$ cat src/rtl/simon_pkg.sv
// rtl/simon_pkg.sv - SIMON 32/64 key schedule constants, state encoding and z0 lookup
package simon_pkg;

   localparam int KS_WORD  = 16;
   localparam int KS_M     = 4;
   localparam int KS_CNT_W = 6;
   localparam logic [KS_WORD-1:0] C_CONST = 16'hFFFC;

   // z0 with bit 0 = first sequence bit (two copies of the period-31 pattern)
   localparam logic [61:0] Z0_SEQ =
      62'b0110011100001101010010001011111_0110011100001101010010001011111;

   typedef enum logic [1:0] {
      KS_IDLE   = 2'd0,
      KS_PRIME  = 2'd1,
      KS_EMIT_F = 2'd2,
      KS_EMIT_R = 2'd3
   } ks_state_e;

   function automatic logic z0_bit(input logic [KS_CNT_W-1:0] idx);
      return (idx < 6'd62) ? Z0_SEQ[idx] : 1'b0;
   endfunction

endpackage

$ cat src/rtl/simon_ks_step.sv
// rtl/simon_ks_step.sv - combinational SIMON 32/64 key-schedule step, forward or inverse
// Window packing is {w3,w2,w1,w0}; forward yields k[i+4], inverse yields k[j-4].
module simon_ks_step
   import simon_pkg::*;
(
   input  logic                      dir_i,
   input  logic [KS_M*KS_WORD-1:0]   win_i,
   input  logic                      z_i,
   output logic [KS_WORD-1:0]        new_o
);

   logic [KS_WORD-1:0] w0, w1, w2, w3;
   logic [KS_WORD-1:0] rot_src, xor_src, base, t;

   always_comb begin
      w0 = win_i[15:0];
      w1 = win_i[31:16];
      w2 = win_i[47:32];
      w3 = win_i[63:48];
      // inverse reuses the forward relation solved for the oldest word
      if (dir_i) begin
         rot_src = w2;
         xor_src = w0;
         base    = w3;
      end else begin
         rot_src = w3;
         xor_src = w1;
         base    = w0;
      end
      t     = {rot_src[2:0], rot_src[15:3]} ^ xor_src;
      t     = t ^ {t[0], t[15:1]};
      new_o = base ^ t ^ {15'd0, z_i} ^ C_CONST;
   end

endmodule

$ cat src/rtl/simon_key_sched.sv
// rtl/simon_key_sched.sv - SIMON 32/64 round-key streamer, encrypt or decrypt order
// Define SIMON_KS_REV_CACHE_EN to keep the end window so repeat decrypts skip priming.
module simon_key_sched
   import simon_pkg::*;
#(
   parameter int ROUNDS = 32
) (
   input  logic        clk,
   input  logic        rst,
   input  logic        start_i,
   input  logic        abort_i,
   input  logic        mode_i,
   input  logic [63:0] key_i,
   output logic [15:0] rk_data_o,
   output logic [4:0]  rk_round_o,
   output logic        rk_valid_o,
   input  logic        rk_ready_i,
   output logic        rk_last_o,
   output logic        busy_o,
   output logic        done_o
);

   localparam logic [KS_CNT_W-1:0] LAST_RND  = KS_CNT_W'(ROUNDS - 1);
   localparam logic [KS_CNT_W-1:0] FILL_RND  = KS_CNT_W'(ROUNDS - 4);
   localparam logic [KS_CNT_W-1:0] PRIME_END = KS_CNT_W'(ROUNDS - 5);

   ks_state_e             state_q, state_d;
   logic [63:0]           win_q, win_d;
   logic [KS_CNT_W-1:0]   cnt_q, cnt_d;
   logic                  done_q, done_d;
   logic                  step_dir, step_z;
   logic [KS_CNT_W-1:0]   z_idx;
   logic [15:0]           step_new;
   logic                  cache_hit;
   logic [63:0]           cache_win;

   simon_ks_step u_step (
      .dir_i (step_dir),
      .win_i (win_q),
      .z_i   (step_z),
      .new_o (step_new)
   );

   // z0 is indexed by the absolute round of the word being retired/created
   assign step_dir = (state_q == KS_EMIT_R);
   assign z_idx    = step_dir ? cnt_q - 6'd4 : cnt_q;
   assign step_z   = z0_bit(z_idx);

   assign rk_valid_o = (state_q == KS_EMIT_F) || (state_q == KS_EMIT_R);
   assign busy_o     = (state_q != KS_IDLE);
   assign done_o     = done_q;
   assign rk_round_o = rk_valid_o ? cnt_q[4:0] : 5'd0;
   assign rk_last_o  = ((state_q == KS_EMIT_F) && (cnt_q == LAST_RND)) ||
                       ((state_q == KS_EMIT_R) && (cnt_q == '0));

   always_comb begin
      rk_data_o = '0;
      case (state_q)
         KS_EMIT_F: rk_data_o = win_q[15:0];
         KS_EMIT_R: rk_data_o = win_q[63:48];
         default:   rk_data_o = '0;
      endcase
   end

   always_comb begin
      state_d = state_q;
      win_d   = win_q;
      cnt_d   = cnt_q;
      done_d  = 1'b0;
      case (state_q)
         KS_IDLE: begin
            if (start_i && !abort_i) begin
               win_d = key_i;
               cnt_d = '0;
               if (!mode_i) begin
                  state_d = KS_EMIT_F;
               end else if (cache_hit) begin
                  win_d   = cache_win;
                  cnt_d   = LAST_RND;
                  state_d = KS_EMIT_R;
               end else begin
                  state_d = KS_PRIME;
               end
            end
         end
         KS_PRIME: begin
            win_d = {step_new, win_q[63:16]};
            cnt_d = cnt_q + 6'd1;
            if (cnt_q == PRIME_END) begin
               cnt_d   = LAST_RND;
               state_d = KS_EMIT_R;
            end
         end
         KS_EMIT_F: begin
            if (rk_ready_i) begin
               win_d = {step_new, win_q[63:16]};
               cnt_d = cnt_q + 6'd1;
               if (cnt_q == LAST_RND) begin
                  state_d = KS_IDLE;
                  done_d  = 1'b1;
               end
            end
         end
         KS_EMIT_R: begin
            if (rk_ready_i) begin
               win_d = {win_q[47:0], (cnt_q < 6'd4) ? 16'h0000 : step_new};
               cnt_d = cnt_q - 6'd1;
               if (cnt_q == '0) begin
                  state_d = KS_IDLE;
                  done_d  = 1'b1;
               end
            end
         end
         default: state_d = KS_IDLE;
      endcase
      if (abort_i) begin
         state_d = KS_IDLE;
         done_d  = 1'b0;
      end
   end

   always_ff @(posedge clk) begin
      if (rst) begin
         state_q <= KS_IDLE;
         win_q   <= '0;
         cnt_q   <= '0;
         done_q  <= 1'b0;
      end else begin
         state_q <= state_d;
         win_q   <= win_d;
         cnt_q   <= cnt_d;
         done_q  <= done_d;
      end
   end

`ifdef SIMON_KS_REV_CACHE_EN
   logic [63:0] key_q, tag_q, cwin_q;
   logic        cache_vld_q;
   logic        fill_prime, fill_emit;

   // the end window exists right after the last prime step, or mid-encrypt at round R-4
   assign fill_prime = (state_q == KS_PRIME) && (cnt_q == PRIME_END) && !abort_i;
   assign fill_emit  = (state_q == KS_EMIT_F) && (cnt_q == FILL_RND) && !abort_i;
   assign cache_hit  = cache_vld_q && (key_i == tag_q);
   assign cache_win  = cwin_q;

   always_ff @(posedge clk) begin
      if (rst) begin
         key_q       <= '0;
         tag_q       <= '0;
         cwin_q      <= '0;
         cache_vld_q <= 1'b0;
      end else begin
         if ((state_q == KS_IDLE) && start_i) begin
            key_q <= key_i;
         end
         if (fill_prime || fill_emit) begin
            cache_vld_q <= 1'b1;
            tag_q       <= key_q;
            cwin_q      <= fill_prime ? win_d : win_q;
         end
      end
   end
`else
   assign cache_hit = 1'b0;
   assign cache_win = '0;
`endif

endmodule
$ cat config.mk
export PLATFORM = sky130hd
export DESIGN_NAME = simon_key_sched
export DESIGN_NICKNAME = d
export VERILOG_FILES = /design/src/rtl/simon_pkg.sv /design/src/rtl/simon_ks_step.sv /design/src/rtl/simon_key_sched.sv
export SDC_FILE = /design/constraint.sdc
export NUM_CORES = 1
export LEC_CHECK = 0
export ABC_CLOCK_PERIOD_IN_PS = 5100
export BUFFER_PORTS_ARGS = -buffer_cell sky130_fd_sc_hd__clkbuf_2
export CAP_MARGIN = 10
export CORE_MARGIN = 5
export CORE_UTILIZATION = 45
export DETAILED_ROUTE_END_ITERATION = 8
export GPL_TIMING_DRIVEN = 0
export PLACE_DENSITY = 0.65
export SLEW_MARGIN = 30
export SYNTH_ARGS = -nofsm -noshare
export SYNTH_HDL_FRONTEND = slang
export SYNTH_HIERARCHICAL = 1
export SYNTH_SLANG_ARGS = --single-unit
$ cat constraint.sdc
create_clock -name clk -period 5.1 [get_ports clk]
set_input_delay 1.02 -clock clk [delete_from_list [all_inputs] [get_ports clk]]
set_output_delay 1.02 -clock clk [all_outputs]
set_load 0.05 [all_outputs]
### Word-level counts from Yosys, hierarchy flattened

Memory sizes are Yosys's and may differ from the RTL's.
Cells that the tools add are included.

| storage, ports and cells | value |
|---|---|
| bits of input ports | 70 |
| flip-flop bits (word level) | 73 |
| output and inout port bits | 25 |
| word-level logic and storage cells | 70 |
| bits in read-only memories | 64 |
| memories kept | 1 |

| operators by class | value |
|---|---|
| reduce and logical (&&, ||, !) cells | 12 |
| bitwise operators | 5 |
| add/sub/neg operators | 3 |
| magnitude comparators | 3 |
| equality and inequality tests | 11 |
| muxes and demuxes | 31 |

Memory list:

| name | words | width | read ports | clocked after memory_dff | wr ports | line | source |
|---|---|---|---|---|---|---|---|
| (no name shown) | 64 | 1 | 1 | 0 | 0 | simon_pkg.sv:21 | `return (idx < 6'd62) ? Z0_SEQ[idx] : 1'b0;` |

Operators with widths:

| cell | count |
|---|---|
| $pmux W64 S4 | 1 |
| $mux W64 | 3 |
| $mux W16 | 4 |
| $xor A16 B16 Y16 | 3 |
| $pmux W16 S2 | 1 |
| $mux W6 | 5 |
| $pmux W6 S4 | 1 |
| $xor A16 B1 Y16 | 1 |
| $mux W2 | 7 |
| $not A14 Y14 | 1 |
| $eq A6 B5 Y1 const B | 2 |
| $ne A2 B2 Y1 const B | 4 |
| $pmux W2 S4 | 1 |
| $lt A6 B7 Y1 const B | 1 |
| $add A6 B1 Y6 const B | 1 |
| $logic_not A6 Y1 | 1 |
| $lt A6 B3 Y1 const B | 1 |
| $lt A6 B6 Y1 const B | 1 |
| $mux W1 | 6 |
| $reduce_and A6 Y1 | 1 |
| $sub A6 B1 Y6 const B | 1 |
| $sub A6 B3 Y6 const B | 1 |
| $mux W5 | 1 |
| $eq A2 B2 Y1 const B | 2 |
| other kinds (10) | 14 |

### Depth between registers and ports, before layout

Gate-level depths: netlist of the first run.

| logic depth | value |
|---|---|
| word-level depth | 10 |
| depth in mapped cells | 13 |
| depth with buffers taken out | 12 |

### Modules after synthesis

The synthesis of the first run kept the hierarchy.

By module, submodules not included:

| module | cells each | area each (um^2) | instances |
|---|---|---|---|
| simon_key_sched | 545 | 4468.0 | 1 |
| simon_ks_step | 85 | 1048.5 | 1 |

### Worst setup path after synthesis of the first run

Ideal clock, no wire load.

| path | value |
|---|---|
| kind | register to register |
| start | register cnt_q[3] |
| end | register win_q[48] |
| library setup time | 0.132 ns |
| setup slack | 1.890 ns |
| cell stages (with the launch flop) | 14 |
| data arrival time | 3.078 ns |
| cell sequence | dfxtp_1 > clkbuf_1 > inv_1 > ha_1 > nand2_2 > o21ai_0 > mux4_2 > a211oi_1 > a31oi_1 > xor2_1 > xnor3_1 > a221o_1 > o211ai_1 > a21oi_1 |

| on the way | value |
|---|---|
| cells in the longest elaborated chain, start to end | 8 |
| elaborated cells on any way between the ends | 9 |
| those cells by class | 1 x add/sub; 1 x order compare; 5 x mux; 1 x bitwise; 1 x memory |

Ends and longest elaborated chain:

| item | line | source |
|---|---|---|
| from (decl) | simon_key_sched.sv:29 | `logic [KS_CNT_W-1:0] cnt_q, cnt_d;` |
| from (signal assigned) | simon_key_sched.sv:131 | `cnt_q <= cnt_d;` |
| $sub A6 B3 Y6 | simon_key_sched.sv:46 | `assign z_idx = step_dir ? cnt_q - 6'd4 : cnt_q;` |
| $mux W6 * | simon_key_sched.sv:46 |  |
| $mem_v2 Z64 W1 | - |  |
| $mux W1 (not written as such) | simon_pkg.sv:21 |  |
| $mux W1 * | simon_pkg.sv:21 |  |
| net step_z | simon_key_sched.sv:31 | `logic step_dir, step_z;` |
| $xor A16 B1 Y16 * | simon_ks_step.sv:32 | `new_o = base ^ t ^ {15'd0, z_i} ^ C_CONST;` |
| net step_new[0] | simon_key_sched.sv:33 | `logic [15:0] step_new;` |
| $mux W64 | simon_key_sched.sv:95 | `if (rk_ready_i) begin` |
| $pmux W64 S4 * | simon_key_sched.sv:70 | `case (state_q)` |
| to (signal assigned) | simon_key_sched.sv:130 | `win_q <= win_d;` |
| to (decl) | simon_key_sched.sv:28 | `logic [63:0] win_q, win_d;` |

The timed path passes the listed nets; every way through them passes the cells marked *. The select of a mux whose other input is x is not followed.
A chain may end at the register's enable or synchronous reset.

### Final worst setup path of the first run

| path | value |
|---|---|
| start | register state_q[0] |
| end | output port rk_data_o[13] |

| on the way | value |
|---|---|
| cells in the longest elaborated chain, start to end | 2 |
| elaborated cells on any way between the ends | 3 |
| those cells by class | 2 x eq/ne; 1 x mux |

Ends and longest elaborated chain:

| item | line | source |
|---|---|---|
| from (decl) | simon_key_sched.sv:27 | `ks_state_e state_q, state_d;` |
| from (signal assigned) | simon_key_sched.sv:129 | `state_q <= state_d;` |
| $eq A2 B2 Y1 | simon_key_sched.sv:58 | `case (state_q)` |
| $pmux W16 S2 * | simon_key_sched.sv:58 |  |
| to (decl) | simon_key_sched.sv:14 | `output logic [15:0] rk_data_o,` |

Mark *: on every way between the ends. The rest lies on a longest branch, timed or not.

==> metrics, run 1 <==
Max Clk Rate 255.7 MHz; EDFF count, synth 0; Area Growth Syn to Fin 17.33%; H-Tree Level Count 3; leading cell type in the layout, fill and taps excluded clkbuf_2; RR Endpoint win_q[48]; DRT iter0 DRCs 780; CTS sink cnt 73; post-synthesis sequential area ratio 26.49%; later-pin clock latency in the skew report 0.35 ns; register area 1461 um^2; WP buf/inv 4; PD cells 306.4 nW/um^2; total global routing overflow 0; critical-path cell list inv_1 -> ha_1 -> clkbuf_1 -> clkbuf_1 -> a22o_1 -> clkbuf_2; Hold Buf Count CTS 0; first-pass GRT wire length 34,610 um; fin cells 886; gpl congestion 0.9702; worst r2r path cells 13; Max FO, Critical Path 10; Pleak 2.700 nW; CTS tree done; Final Hold Vio Count 0; WP data required 4.08 ns; status finished clean; DR pass1 iterations 6; Final Setup Violations 0; Max-Cap Viols 0; post-layout min period 3.911 ns; area of the multi-input gates 3689 um^2; Clock Power Share 34.3%; Int Power 1.285 mW; die area 14,570 um^2; worst-margin pin slew 0.8619 ns; Syn Std Cell Area 5517 um^2; hpwl dp 15,910 um; Clk pin slew, worst setup/hold paths 0.06 ns; synthesized flop and latch total 73; diode count 0; register share of total power 35.6%; setup_tns 0 ns; maximum vdd drop 0.1732 mV; Slew headroom 42.54%; Setup Skew 0.007610 ns; IO Port Bufs 93; Crit-path slowest cell clkbuf_1; fillers 1,170; Initial Utilization 45.93%; routed vias/inst 6.784; Routed Antenna Nets 0; Die Height 120.7 um; average size of a mapped cell 8.756 um^2; CP Class reg -> out; HP Start win_q[24]; crit-path most repeated cell clkbuf_1; Switch Pwr 697.8 uW; Hold EP win_q[24]; cell family with most CP delay buffers and inverters; Worst path max stage delay 0.69 ns; Yosys warning count 6; syn_nets 714; Worst R2R Start cnt_q[3]; die width 120.7 um; switching share of power 35.19%; Num CTS Buffers 9; DR vias 6,011; Top FF cell, synth dfxtp_1; # DRC 0; Pins Over Slew Limit 0; initial antenna violation count 0; Ports 95; post-CTS setup buffer count 0; Detailed Route WL 23,000 um; row count 40; Post-Synthesis Cells 630; clk root buf clkbuf_16; core area 12,010 um^2; Bufs on Longest Clock Path 2; Crit. End Element output port; PostCTS Resize Cnt 0; reg-to-reg slack, setup 1.31 ns; hold path cells 2; Final nets 818; most frequent cells in the layout clkbuf_2, nand2_1, a21oi_1, dfxtp_1, o211ai_1; Inst Count DP 870; vias in the first global route 5,862; Startpoint Class flip-flop; combinational fraction of design power 30.0%; ys async rst share 0%; crit share post-route 76.68%; Distinct cells, synth 62; CP arrival 2.89 ns; WL per Instance 25.96 um; GRT Overall Usage 31.47%; largest net degree at the start of global routing 13; RSZ-0062 raised after global routing no; layout cell share with drive strength beyond 1 22.33%; min-delay worst type reg -> reg
==> worst register-to-register path, delay by kind of cell, from the launching register on <==
family                     cells  cell delay (ns)
adders and majority gates      1             0.36
and+or+nand+nor                1             0.09
DFF                            1             0.52
muxes                          1             0.53
buffers and inverters          2             0.52
AOI/OAI and AO/OA              6             1.01
xor gates and xnor gates       2             0.60
==> per-layer routing <==
layer  vias up  track usage (%)  wire length (um)
li1       2633                -                 -
met1      2838            41.31              9277
met2       450            46.32              9897
met3        90            9.355              2710
met4         0            16.86              1112
met5         -                0                 0
==> worst max path at each step <==
stage | slack, ns | start | end | cells after the start
2_1_floorplan | 1.89 | cnt_q[3] | win_q[48] | 13
3_3_place_gp | 1.51 | cnt_q[3] | win_q[48] | 13
3_5_place_dp | 1.44 | cnt_q[3] | win_q[48] | 13
4_1_cts | 1.27 | state_q[0] | rk_data_o[14] | 6
5_1_grt | 1.13 | cnt_q[3] | win_q[48] | 13
6_report | 1.19 | state_q[0] | rk_data_o[13] | 6
==> per-stage QoR <==
stage          total power [mW]  hold slack [ns]  worst slack, ns  area (um^2)  utilization [%]
2_1_floorplan             1.096           0.4687            1.890         5517                -
3_3_place_gp              1.278           0.4839            1.511         6166            51.33
3_5_place_dp              1.289           0.4977            1.442         6166            51.33
4_1_cts                   1.957           0.5051            1.274         6472            53.89
5_1_grt                   2.043           0.5196            1.126         6472            53.89
6_report                  1.983           0.5113            1.189         6472            53.89
==> synthesized netlist by cell type, types with 2 or more instances <==
cell type / count / area share [%]
nand2_1: 75 / 5.1
a21oi_1: 73 / 6.6
dfxtp_1: 73 / 26
o211ai_1: 67 / 9.1
a221o_1: 64 / 12
xor2_1: 36 / 5.7
clkbuf_1: 33 / 2.2
buf_2: 25 / 2.3
mux2i_1: 17 / 3.1
nor2_1: 17 / 1.2
a22o_1: 16 / 2.5
xnor3_1: 16 / 6.5
ha_1: 14 / 3.2
mux2_2: 14 / 2.9
o21ai_0: 12 / 1.1
inv_1: 11 / 0.75
nor3_1: 5 / 0.45
nand4_1: 4 / 0.45
buf_1: 3 / 0.20
buf_6: 3 / 0.61
nand2b_1: 3 / 0.34
nor2b_1: 3 / 0.34
a211oi_1: 2 / 0.27
a22oi_1: 2 / 0.27
mux2i_2: 2 / 0.50
nor2_2: 2 / 0.23
o311a_1: 2 / 0.36
xnor2_1: 2 / 0.32
==> sequential cells by signal, indices dropped and copies added, names as in the netlist <==
signal	cells
state_q	2
win_q	64
cnt_q	6
done_o	1
==> logic make-up (layout without fill, tap and decap cells) <==
| family | count (synthesis) | count (layout) | share of synthesized area, % |
|---|---|---|---|
| XOR/XNOR | 54 | 54 | 12.57 |
| adder cells (fa/ha/maj) | 14 | 14 | 3.175 |
| multiplexers | 34 | 34 | 6.850 |
| AO/OA/AOI/OAI | 255 | 255 | 34.50 |
| buffers and inverters | 78 | 187 | 6.645 |
| AND/OR/NAND/NOR | 122 | 122 | 9.776 |
| flip-flops | 73 | 73 | 26.49 |
==> cell type report <==
class	instances	area share, %
Multi-Input combinational cell	479	56.99
Buffer	66	4.968
Clock buffer	11	3.905
Clock inverter	5	0.8312
Sequential cell	73	22.58
Timing Repair Buffer	93	7.191
Tap cell	147	2.842
Inverter	12	0.6959
==> power groups by stage <==
stage          combinational [mW]  clock [mW]  sequential, mW
3_5_place_dp                0.575           0           0.714
5_1_grt                     0.632       0.701           0.711
6_report                    0.596       0.681           0.706
4_1_cts                     0.578       0.678           0.702
3_3_place_gp                0.565           0           0.713
2_1_floorplan               0.412           0           0.684
Note: power is estimated with default switching activity, not from simulation.
==> run 2: changes to the inputs <==
Settings changed: ABC_AREA set to 1, ABC_CLOCK_PERIOD_IN_PS 5100 to 3700, PLACE_DENSITY 0.65 to 0.64.
Clock period 5.1 ns to 3.7 ns, I/O delays scaled along.
==> run 2 against run 1 <==
Effect of this change:
- utilization decreased by 0.73 points
- first-iteration DRC count increased by 79%
- via count increased by 36%
- register-to-register slack got worse by 0.52 ns
- count of clock-buffer cells in the layout increased by 1
- critical path depth increased by 1
- cell count increased by 56%
- combinational power increased by 110%
- critical endpoint unchanged
- largest cell class unchanged
- highest routed layer unchanged
==> metrics, run 2 <==
status finished clean (unchanged); Cell Area, Placed 7081 um^2 (was 6166 um^2); Clk pin slew, worst setup/hold paths 0.06 ns (about the same); Yosys warning count 6 (unchanged); later-pin clock latency in the skew report 0.35 ns (about the same); Synth top area share 22.87% (was 26.49%); diode count 0 (unchanged); Largest register FFs 64 (unchanged); die area 16,680 um^2 (was 14,570 um^2); maximum vdd drop 0.3007 mV (was 0.1732 mV); CP arrival 2.68 ns (was 2.89 ns); PD cells 437.7 nW/um^2 (was 306.4 nW/um^2); setup_tns 0 ns (unchanged); Synth area leader dfxtp_1 (unchanged); synth top area cells dfxtp_1, nand2_1, o21ai_0 (was dfxtp_1, a221o_1, o211ai_1); crit share post-route 92.56%; CP Class reg -> out (unchanged); fillers 1,541 (was 1,170); Most flops, register win_q (unchanged); Slew headroom 47.99% (was 42.54%); Crit. End Element output port (unchanged); clk root buf clkbuf_16 (unchanged); Max FO, Critical Path 10 (unchanged); layout cell share with drive strength beyond 1 14.21% (was 22.33%); worst r2r path cells 19 (was 13); Clock Power Share 28.0% (was 34.3%); initial antenna violation count 0 (unchanged); post-CTS setup buffer count 0 (unchanged); syn_nets 1,178 (was 714); vias in the first global route 7,274 (was 5,862); Final Hold Vio Count 0 (unchanged); Pins Over Slew Limit 0 (unchanged); register share of total power 32.7% (was 35.6%); Crit. Startpoint state_q[0] (unchanged); Routed Antenna Nets 0 (unchanged); Setup Skew 0.008306 ns (was 0.007610 ns); IO Port Bufs 93 (unchanged); dpl ws 0.7184 ns (was 1.442 ns); Detailed Route WL 28,660 um (was 23,000 um); average size of a mapped cell 5.841 um^2 (was 8.756 um^2); Startpoint Class flip-flop (unchanged); Int Power 1.825 mW (was 1.285 mW); DR pass1 iterations 7 (was 6); PostCTS Resize Cnt 0 (unchanged); Final nets 1,282 (was 818); DR vias 8,184 (was 6,011); Max Clk Rate 292.0 MHz; post-synthesis sequential area ratio 22.87% (was 26.49%); Bufs on Longest Clock Path 2 (unchanged); combinational fraction of design power 39.3% (was 30.0%); count leader, synth nand2_1 (unchanged); reg-to-reg slack, setup 0.79 ns (was 1.31 ns); largest net degree at the start of global routing 13 (unchanged); commonest cells in the netlist nand2_1, o21ai_0, inv_1 (was nand2_1, a21oi_1, dfxtp_1); first-pass GRT wire length 42,230 um (was 34,610 um); hold slack 0.5233 ns (was 0.5113 ns); EDFF count, synth 0 (unchanged); # DRC 0 (unchanged); most frequent cells in the layout nand2_1, o21ai_0, inv_1 (was clkbuf_2, nand2_1, a21oi_1, dfxtp_1, o211ai_1); ys async rst share 0% (unchanged); RR Endpoint win_q[48] (unchanged); final std cell area, no fill 7378 um^2 (was 6472 um^2); core area 13,880 um^2 (was 12,010 um^2); hpwl dp 21,890 um (was 15,910 um); switching share of power 43.48% (was 35.19%); row count 43 (was 40); Max-Cap Viols 0 (unchanged); WL per Instance 20.72 um (was 25.96 um); gr busiest metal met1 (was met2); Final Setup Violations 0 (unchanged); Num CTS Buffers 9 (unchanged); Post-Synthesis Cells 1,094 (was 630); Top FF cell, synth dfxtp_1 (unchanged); min-delay worst type reg -> reg (unchanged); Worst R2R Start state_q[0] (was cnt_q[3]); Pleak 3.379 nW (was 2.700 nW); routed vias/inst 5.918 (was 6.784); synthesized flop and latch total 73 (unchanged); Syn Std Cell Area 6390 um^2 (was 5517 um^2); Final Worst Setup Slack 0.2754 ns (was 1.189 ns); Switch Pwr 1.404 mW (was 697.8 uW); DRT iter0 DRCs 1,394 (was 780); GR Util met1 48.89% (was 41.31%); H-Tree Level Count 3 (unchanged); Hold Buf Count CTS 0 (unchanged); die width 129.2 um (was 120.7 um); total global routing overflow 0 (unchanged); leading cell type in the layout, fill and taps excluded nand2_1 (was clkbuf_2); met2 Usage GRT 47.77% (was 46.32%); CTS sink cnt 73 (unchanged); met3 usage 9.893% (was 9.355%); Largest regs win_q: 64 flops, cnt_q: 6 flops, state_q: 2 flops (unchanged); Distinct cells, synth 33 (was 62); WP data required 2.96 ns (was 4.08 ns); RSZ-0062 raised after global routing no (unchanged); Die Height 129.2 um (was 120.7 um); CTS tree done (unchanged); GRT Overall Usage 33.62% (was 31.47%); Area Growth Syn to Fin 15.47% (was 17.33%); CP endpoint rk_data_o[13] (unchanged); Initial Utilization 46.03% (was 45.93%); Ports 95 (unchanged); gpl congestion 1.014 (was 0.9702); post-layout min period 3.425 ns; worst-margin pin slew 0.7802 ns (was 0.8619 ns)
==> run 2: cell types whose count changed after synthesis, sizes merged, moves of 19 or more <==
cell and delta:
a221o -64, inv +119, mux2i -19, nand2 +270
nand3 +64, o211ai -53, o21ai +146, o22ai +84
xor2 -33
==> run 2: cell families after synthesis <==
logic type / Yosys count / share of synthesized area [%]
simple gates: 457 / 30.19
compound gates: 343 / 29.55
buf+inv: 203 / 13.98
flops: 73 / 22.87
fa+ha+maj: 14 / 2.741
xor+xnor: 4 / 0.6659
==> run 2: worst min path at each step <==
stage	slack [ns]	cells after the start	from	end
after floorplan	0.46	2	win_q[44]	win_q[44]
after CTS	0.51	2	win_q[44]	win_q[44]
after global routing	0.53	2	win_q[44]	win_q[44]
final	0.52	2	win_q[61]	win_q[61]
after global placement	0.50	2	win_q[44]	win_q[44]
after detailed placement	0.50	2	win_q[44]	win_q[44]
==> run 2: critical path: stages (launching register included) <==
cell and delay (ns):
dfxtp_1 0.35, ha_1 0.46, inv_1 0.14, buf_2 0.22, buf_2 0.23, buf_2 0.26
o22ai_1 0.32, clkbuf_2 0.34
==> run 2: layout make-up <==
type	instances	area, um^2	share of cell area (%)
plain buffers	69	387.9	5.257
clock buffers	12	246.5	3.341
clock inverters	4	51.30	0.6953
inverters	134	505.5	6.851
multi-input cells	818	4035	54.69
flip-flops and latches	73	1461	19.81
well taps	180	225.2	3.052
repair buffers	93	465.4	6.308
==> run 2: metal layers <==
| metal | vias up | wire length, um |
|---|---|---|
| li1 | 3857 | - |
| met4 | 0 | 793 |
| met5 | - | 0 |
| met2 | 577 | 11660 |
| met3 | 86 | 4123 |
| met1 | 3664 | 12080 |
==> run 2: power groups by stage <==
stage	Clock, mW	Combinational [mW]	Sequential (mW)
6_report	0.904	1.27	1.06
3_3_place_gp	0	1.20	1.05
3_5_place_dp	0	1.21	1.05
4_1_cts	0.892	1.22	1.04
2_1_floorplan	0	0.856	0.972
5_1_grt	0.928	1.38	1.06
==> run 2: stage by stage <==
step	power (mW)	cells	utilization [%]
CTS	3.147	1383	53.15
detailed placement	2.264	1367	51.01
finish	3.230	1383	53.15
global route	3.368	1383	53.15
global placement	2.252	1367	51.01
floorplan	1.828	1094	-
==> run 3: changes to the inputs <==
Settings changed: CORE_UTILIZATION 45 to 59, PLACE_DENSITY 0.64 to 0.81.
==> run 3 against run 2 <==
Effect of this change:
- routed wire length is 6.4% lower
- sequential power hardly changed
- die area is 22% lower
- worst setup slack better by 0.014 ns
- global-route usage is 7.2 points higher
- utilization is 14 points higher
- power is 7.6% lower
- sequential cell count stayed put
- non-clock buffer count stayed put
- worst hold slack better by 0.015 ns
- sequential share of layout area is 0.38 points higher
- critical path type unchanged
==> metrics, run 3 (same netlist as run 2, synthesis figures left out) <==
Pins Over Slew Limit 0 (unchanged); post-CTS setup buffer count 0 (unchanged); clk root buf clkbuf_8 (was clkbuf_16); Die Height 114.1 um (was 129.2 um); Crit. End Element output port (unchanged); Max-Cap Viols 0 (unchanged); Hold Buf Count CTS 0 (unchanged); hold path cells 2 (unchanged); setup_tns 0 ns (unchanged); diode count 0 (unchanged); worst-margin pin slew 0.7283 ns (was 0.7802 ns); Largest regs win_q: 64 flops, cnt_q: 6 flops, state_q: 2 flops (unchanged); hpwl dp 21,100 um (was 21,890 um); Most flops, register win_q (unchanged); Clk pin slew, worst setup/hold paths 0.08 ns (was 0.06 ns); die area 13,010 um^2 (was 16,680 um^2); most frequent cells in the layout nand2_1, o21ai_0, inv_1 (unchanged); Final Setup Violations 0 (unchanged); DRT iter0 DRCs 1,312 (was 1,394); Area Growth Syn to Fin 13.28% (was 15.47%); DR vias 8,241 (was 8,184); WP data required 2.96 ns (about the same); Final nets 1,282 (unchanged); status finished clean (unchanged); layout cell share with drive strength beyond 1 14.21% (unchanged); WL per Instance 19.97 um (was 20.72 um); leading cell type in the layout, fill and taps excluded nand2_1 (unchanged); Hold EP win_q[28] (was win_q[61]); worst r2r path cells 19 (unchanged); # DRC 0 (unchanged); Routed Antenna Nets 0 (unchanged); switching share of power 44.74% (was 43.48%); row count 38 (was 43); GRT Overall Usage 40.81% (was 33.62%); H-Tree Level Count 3 (unchanged); gpl congestion 1.057 (was 1.014); initial antenna violation count 0 (unchanged); Worst R2R Start state_q[0] (unchanged); Detailed Route WL 26,820 um (was 28,660 um); Bufs on Longest Clock Path 2 (unchanged); vias in the first global route 7,410 (was 7,274); PD cells 412.2 nW/um^2 (was 437.7 nW/um^2); Startpoint Class flip-flop (unchanged); Setup Skew 0.01020 ns (was 0.008306 ns); min-delay worst type reg -> reg (unchanged); Slew headroom 51.45% (was 47.99%); CP arrival 2.67 ns (was 2.68 ns); Pleak 3.342 nW (was 3.379 nW); final std cell area, no fill 7238 um^2 (was 7378 um^2); Final Hold Vio Count 0 (unchanged); combinational fraction of design power 41.6% (was 39.3%); Clock Power Share 22.9% (was 28.0%); routed vias/inst 6.136 (was 5.918); Cell Area, Placed 7030 um^2 (was 7081 um^2); IO Port Bufs 93 (unchanged); first-pass GRT wire length 40,940 um (was 42,230 um); die width 114.1 um (was 129.2 um); DR pass1 iterations 8 (was 7); post-layout util 67.36% (was 53.15%); Inst Count DP 1,327 (was 1,367); Num CTS Buffers 9 (unchanged); HP Start win_q[28] (was win_q[61]); post-layout min period 3.411 ns (was 3.425 ns); Switch Pwr 1.335 mW (was 1.404 mW); fin cells 1,343 (was 1,383); Largest register FFs 64 (unchanged); CP Class reg -> out (unchanged); PostCTS Resize Cnt 0 (unchanged); Max Clk Rate 293.2 MHz (was 292.0 MHz); Initial Utilization 59.47% (was 46.03%); largest net degree at the start of global routing 12 (was 13); maximum vdd drop 0.3324 mV (was 0.3007 mV); Ports 95 (unchanged); RSZ-0062 raised after global routing no (unchanged); register share of total power 35.5% (was 32.7%); CTS sink cnt 73 (unchanged); CTS tree done (unchanged); Max FO, Critical Path 10 (unchanged); crit share post-route 92.19% (was 92.56%); Int Power 1.649 mW (was 1.825 mW); total global routing overflow 0 (unchanged); RR Endpoint win_q[48] (unchanged); reg-to-reg slack, setup 0.79 ns (about the same); fillers 1,032 (was 1,541); later-pin clock latency in the skew report 0.37 ns (was 0.35 ns); core area 10,750 um^2 (was 13,880 um^2); Tot Pwr 2.984 mW (was 3.230 mW)
## run 3: cell count changes in the layout (fill, tap and decap cells not counted)
cell	previous run	this run
clkinvlp_4	1	0
clkbuf_8	1	12
inv_6	1	0
clkbuf_16	9	0
## run 3: per-stage QoR
stage          setup WS, ns  hold WS [ns]
3_5_place_dp         0.7757        0.5064
2_1_floorplan        0.7695        0.4561
4_1_cts              0.3890        0.5175
6_report             0.2890        0.5385
3_3_place_gp         0.7929        0.5090
5_1_grt              0.1920        0.5621
## run 3: area by class of cell
| type | instances | area, um^2 | area share, % |
|---|---|---|---|
| flip-flops and latches | 73 | 1461 | 20.19 |
| clock buffers | 14 | 172.7 | 2.385 |
| plain buffers | 69 | 387.9 | 5.359 |
| well taps | 140 | 175.2 | 2.420 |
| repair buffers | 93 | 465.4 | 6.430 |
| clock inverters | 2 | 35.03 | 0.4840 |
| multi-input cells | 818 | 4035 | 55.75 |
| inverters | 134 | 505.5 | 6.984 |
## run 3: how the worst max path moves through the flow
stage,slack (ns),cells after the start,endpoint,from
after global routing,0.19,7,rk_data_o[13],state_q[1]
final,0.29,7,rk_data_o[14],state_q[0]
after CTS,0.39,7,rk_data_o[14],state_q[0]
after global placement,0.79,7,rk_data_o[14],state_q[0]
after floorplan,0.77,5,rk_last_o,state_q[0]
after detailed placement,0.78,7,rk_data_o[14],state_q[0]
## run 3: per-layer routing
layer | routed length, um | vias up | global-route usage, %
li1 | - | 3856 | -
met1 | 10370 | 3646 | 57.81
met2 | 10650 | 645 | 56.83
met3 | 4910 | 94 | 14.59
met4 | 886 | 0 | 14.65
met5 | 0 | - | 0
## run 3: critical path, stage by stage, from the launching register on
cell	delay, ns
dfxtp_1	0.36
ha_1	0.46
inv_1	0.13
buf_2	0.23
buf_2	0.23
buf_2	0.24
o22ai_1	0.30
clkbuf_2	0.34
## run 3: power by group through the flow
stage               Clock [mW]  Combinational (mW)  Sequential [mW]
finish                   0.684                1.24             1.06
global route             0.707                1.36             1.05
CTS                      0.667                1.19             1.03
detailed placement           0                1.18             1.05
global placement             0                1.16             1.05
floorplan                    0               0.856            0.972
